$ cat src/rtl/ioctl_upload_server.sv
// HPS upload responder: pauses the core CPU, then serves HPS byte reads
// from a core RAM port, stretching each in-range read with ioctl_wait.
module ioctl_upload_server #(
   parameter int          ADDR_W  = 10,
   parameter int          SIZE    = 1024,
   parameter int          RAM_LAT = 1,
   parameter logic [7:0]  FILL    = 8'hFF
) (
   input  logic              clk_sys,
   input  logic              reset,
   input  logic              ioctl_upload,
   input  logic              ioctl_rd,
   input  logic [24:0]       ioctl_addr,
   output logic [7:0]        ioctl_din,
   output logic              ioctl_wait,
   output logic              pause_req,
   input  logic              pause_ack,
   output logic [ADDR_W-1:0] ram_addr,
   output logic              ram_rd,
   input  logic [7:0]        ram_q,
   output logic              upload_active,
   output logic [15:0]       byte_count
);

   typedef enum logic [1:0] {
      IDLE,
      PAUSE,
      READY,
      FETCH
   } state_t;

   state_t              state_q;
   logic [2:0]          lat_q;
   logic [7:0]          din_q;
   logic                wait_q;
   logic                pause_req_q;
   logic [ADDR_W-1:0]   ram_addr_q;
   logic                ram_rd_q;
   logic                active_q;
   logic [15:0]         count_q;

   logic                in_range;
   logic [15:0]         count_d;

   // Only the full-width compare decides range; upper bits never alias.
   assign in_range = ({7'd0, ioctl_addr} < 32'(SIZE));
   assign count_d  = (count_q == 16'hFFFF) ? count_q : count_q + 16'd1;

   always_ff @(posedge clk_sys) begin
      if (reset) begin
         state_q     <= IDLE;
         lat_q       <= '0;
         din_q       <= '0;
         wait_q      <= 1'b0;
         pause_req_q <= 1'b0;
         ram_addr_q  <= '0;
         ram_rd_q    <= 1'b0;
         active_q    <= 1'b0;
         count_q     <= '0;
      end else begin
         ram_rd_q <= 1'b0;
         unique case (state_q)
            IDLE: begin
               if (ioctl_upload) begin
                  state_q     <= PAUSE;
                  pause_req_q <= 1'b1;
                  wait_q      <= 1'b1;
                  active_q    <= 1'b1;
                  count_q     <= '0;
               end
            end
            PAUSE: begin
               if (!ioctl_upload) begin
                  state_q     <= IDLE;
                  pause_req_q <= 1'b0;
                  wait_q      <= 1'b0;
                  active_q    <= 1'b0;
               end else if (pause_ack) begin
                  state_q <= READY;
                  wait_q  <= 1'b0;
               end
            end
            READY: begin
               if (!ioctl_upload) begin
                  state_q     <= IDLE;
                  pause_req_q <= 1'b0;
                  active_q    <= 1'b0;
               end else if (ioctl_rd) begin
                  if (in_range) begin
                     state_q    <= FETCH;
                     ram_addr_q <= ioctl_addr[ADDR_W-1:0];
                     ram_rd_q   <= 1'b1;
                     wait_q     <= 1'b1;
                     lat_q      <= '0;
                  end else begin
                     din_q   <= FILL;
                     count_q <= count_d;
                  end
               end
            end
            FETCH: begin
               // Reads arriving here are protocol violations and dropped.
               if (lat_q == 3'(RAM_LAT)) begin
                  state_q <= READY;
                  din_q   <= ram_q;
                  wait_q  <= 1'b0;
                  count_q <= count_d;
               end else begin
                  lat_q <= lat_q + 3'd1;
               end
            end
            default: state_q <= IDLE;
         endcase
      end
   end

   assign ioctl_din     = din_q;
   assign ioctl_wait    = wait_q;
   assign pause_req     = pause_req_q;
   assign ram_addr      = ram_addr_q;
   assign ram_rd        = ram_rd_q;
   assign upload_active = active_q;
   assign byte_count    = count_q;

endmodule

$ cat config.mk
export PLATFORM = sky130hd
export DESIGN_NAME = ioctl_upload_server
export DESIGN_NICKNAME = d
export VERILOG_FILES = /design/src/rtl/ioctl_upload_server.sv
export SDC_FILE = /design/constraint.sdc
export NUM_CORES = 1
export LEC_CHECK = 0
export CAP_MARGIN = 25
export CORE_ASPECT_RATIO = 1.75
export CORE_UTILIZATION = 41
export CTS_CLUSTER_DIAMETER = 80
export CTS_CLUSTER_SIZE = 16
export DETAILED_ROUTE_END_ITERATION = 10
export GPL_TIMING_DRIVEN = 0
export PLACE_DENSITY = 0.76
export SLEW_MARGIN = 25
export SYNTH_ARGS = -nofsm -noshare
export SYNTH_HDL_FRONTEND = slang
export SYNTH_SLANG_ARGS = --single-unit
$ cat constraint.sdc
create_clock -name clk_sys -period 1.9 [get_ports clk_sys]
set_clock_uncertainty 0.1 [all_clocks]
set_input_delay 0.38 -clock clk_sys [delete_from_list [all_inputs] [get_ports clk_sys]]
set_output_delay 0.38 -clock clk_sys [all_outputs]
set_load 0.005 [all_outputs]
==> impl_metrics.toml <==
[pwr]
power_frac_clock_pct = 30.3
netSwitchingFraction_pct = 28.9
sequentialPowerShare_pct = 45.6
internal_power_mw = 1.45
power_leakage_nw = 1.32
pwr-share-comb_pct = 24.1
vdd_ir_drop_max_mv = 0.476
pwr_density_cell_nw_per_um2 = 552
p_switching_mw = 0.588

[clocking]
number_of_sinks_driven_by_the_clock_tree = 42
cts_hold_buffers = 0
cts_inserted_buffers = 5
cts-root-to-sink-buffers = 2
ctsHtreeMaxLevel = 2
clock_insertion_delay_worst_skew_ns = 0.30
clock-root-buffer = "clkbuf_8"
cts.reportedPaths.clkPinSlew_ns = 0.08
cts_tree = "built"

[global_routing]
overall_overflow_remaining_after_global_route = 0
grt_use_total_pct = 24.5
vias_in_the_first_global_route = 2420
grt_max_degree = 14
grt_pass1_wl_mm = 11.1
grt_antenna_before_repair = 0

[worst_setup_path]
r2r_endpoint = "byte_count[0]$_SDFFE_PP0P_"
rr_startpoint = "lat_q[0]$_SDFFE_PP0P_"
cp_data_arrival_time_ns = 2.15
crit_required_ns = 2.03
critPathMostFrequentCell = "buf_6"
timing.critical_path.to_type = "flop"
critical_path.cell_chain = "ha_4 -> nand2b_4 -> a21oi_4 -> a41oi_2 -> buf_6 -> buf_12 -> buf_6 -> or3_1 -> a21oi_2"
crit_fanout = 4
critPathLaunchType = "flop"
r2r.worst_path.cells = 9
worst_path_largest_cell_delay_ns = 0.38
setup.worst_path.class = "flop to flop"
rrSetupSlack_ns = -0.11
crit_path_max_delay_cell_type = "dfxtp_4"

[placement]
gpl.final_weighted_congestion = 0.851
place.port_buffers = 75
place_worst_setup_slack_ns = -0.573
dp.final_hpwl_mm = 4.45
numPlacedInstances = 381

[min_path]
worst_hold_path.num_cells = 2
holdCritStartpoint = "ram_addr[8]$_SDFFE_PP0P_"
whs_endpoint = "ram_addr[8]$_SDFFE_PP0P_"
worstHoldPathType = "flop to flop"

[floorplan]
design.die.area_um2 = 5780
core_um2 = 5260
start_util_pct = 42.7
num_io_pins = 76
rows = 35
die-height_um = 99.8
chipWidth_um = 57.9

[routing]
postRouteAntennaNets = 0
detailroute.via_count = 2472
dr.first_iter.drc_count = 139
drt-vias-per-instance = 5.99
wl_per_cell_um = 18.2
detail_route.drc_violations = 2
wire_length_reported_by_the_detailed_router_mm = 7.52
drt-pass1-iter-count = 10

[final_layout]
layout-area-overhead-vs-synth_pct = 64.6
multiInputGateArea_um2 = 1540
end_of_flow_core_utilization_pct = 70.2
layout.nets = 403
n_fill_cell = 391
layout.area.seq_um2 = 857
finish.cell_count_without_fillers = 413
post_route_cells_drive_above_1_share_pct = 33.5
antenna-diode-count = 0

[yosys]
mappedNetlistArea_um2 = 2240
synth_seq_cells = 42
synthesis.area_per_instance_um2 = 8.93
postSynth.asyncResetShare_pct = 0
ys_dominant_reg_cell = "dfxtp_1"
most_common_cell_in_the_synthesized_netlist = "dfxtp_1"
post-synth-top-area-cell = "dfxtp_1"
synthesis.instances = 251
synth.top_cell.area_share_pct = 37.5
synth.net_count = 297
ys_top_cells_by_count = "dfxtp_1, a21oi_1, nor2_1, mux2i_1"
synth_warnings = 0
synth.distinct_cells = 47
synth_edf_count = 0
synth.top_cells.by_area = "dfxtp_1, mux2i_1, a21oi_1"
synth.yosys.seq_area_share_pct = 37.5

[sta]
timing_max_transition_violations_final = 0
timing.final.hold_violations = 0
setup_viol = 16
postLayoutSetupSlackWorst_ns = -0.114
tightest_slew_ns = 0.473
clock.fmax_mhz = 497
fin_tns_setup_ns = -0.892
finalCritPeriodShare_pct = 106
worst_slew_margin_rel_pct = 68.4
grt_setup_unrepaired = "true"
timing.final.crit_period_ns = 2.01

[run_status]
failed_checks = "design-rule violations, negative setup slack"
run_status = "finished, violations left"

[run]
drv.max_cap_violation_count = 0
[how the worst max path moves through the flow]
stage | start | to | slack [ns] | cells after the start
after floorplan | state_q[1]$_SDFFE_PP0P_ | byte_count[9]$_SDFFE_PP0P_ | 0.02 | 8
after global placement | ioctl_rd | ram_addr[2]$_SDFFE_PP0P_ | -0.54 | 7
after detailed placement | ioctl_addr[24] | ioctl_din[4]$_SDFFE_PP0P_ | -0.57 | 8
after CTS | state_q[0]$_SDFFE_PP0P_ | byte_count[12]$_SDFFE_PP0P_ | -0.005 | 9
after global routing | lat_q[1]$_SDFFE_PP0P_ | byte_count[9]$_SDFFE_PP0P_ | -0.17 | 8
final | lat_q[0]$_SDFFE_PP0P_ | byte_count[0]$_SDFFE_PP0P_ | -0.11 | 9
[state kept, by name, summed over array words and instances (netlist names)]
name,cells
ioctl_wait,1
ioctl_din,8
upload_active,1
byte_count,16
ram_rd,1
state_q,2
ram_addr,10
lat_q,3
[metrics by stage]
stage | power (mW) | hold slack, ns | cell area [µm²]
final | 2.04 | 0.397 | 3690
after global routing | 2.12 | 0.435 | 3690
after CTS | 1.99 | 0.404 | 3570
after detailed placement | 1.29 | 0.381 | 3080
after global placement | 1.29 | 0.377 | 3080
after floorplan | 1.12 | 0.380 | 2260
[layout by cell type, fill, tap and decap left out, types with 9 or more instances in the layout]
master,instances
nor3_2,9
dfxtp_1,37
buf_4,22
mux2i_1,14
nand2_1,9
clkbuf_2,11
nor3_1,11
nor2_1,19
a21oi_1,17
or4_1,9
clkdlybuf4s50_1,58
[metal layers]
metal	vias up	track usage, %	wire length [µm]
met4	0	11.5	379
met5	-	0	0
li1	1149	-	-
met3	40	4.51	287
met1	1173	24.3	2550
met2	110	46.9	4310
[area by class of cell]
type | count | share of cell area (%)
Tap cell | 55 | 1.87
Timing Repair Buffer | 101 | 26.2
Clock inverter | 2 | 0.305
Inverter | 7 | 0.916
Multi-Input combinational cell | 186 | 41.8
Sequential cell | 42 | 23.2
Buffer | 14 | 3.42
Clock buffer | 6 | 2.24
[cell families (layout without fill, tap and decap cells)]
group / count (synthesis) / after routing / share of synthesized area [%]
compound gates: 58 / 58 / 16.5
fa+ha+maj: 8 / 8 / 4.46
buf+inv: 23 / 130 / 5.08
flops: 42 / 42 / 37.5
mux: 14 / 14 / 6.25
simple gates: 106 / 106 / 30.2
[critical path: cells and delay by family, from the launching register on]
family / cells / cell delay [ns]
buf+inv: 3 / 0.43
compound gates: 3 / 0.43
simple gates: 2 / 0.44
flops: 1 / 0.38
fa+ha+maj: 1 / 0.16
[what timing repair did]
action	in CTS	in global routing
pin swaps	19	18
setup endpoints to repair	40	40
gates cloned	2	0
setup buffers	20	4
resized for setup	72	44
endpoints found under the hold margin	0	0
[power by group through the flow]
stage / clock, mW / combinational (mW) / sequential [mW]
2_1_floorplan: 0 / 0.176 / 0.940
3_3_place_gp: 0 / 0.345 / 0.942
3_5_place_dp: 0 / 0.349 / 0.943
4_1_cts: 0.625 / 0.435 / 0.928
5_1_grt: 0.668 / 0.522 / 0.934
6_report: 0.617 / 0.491 / 0.930
No activity file was read; power rests on OpenSTA's default activity.
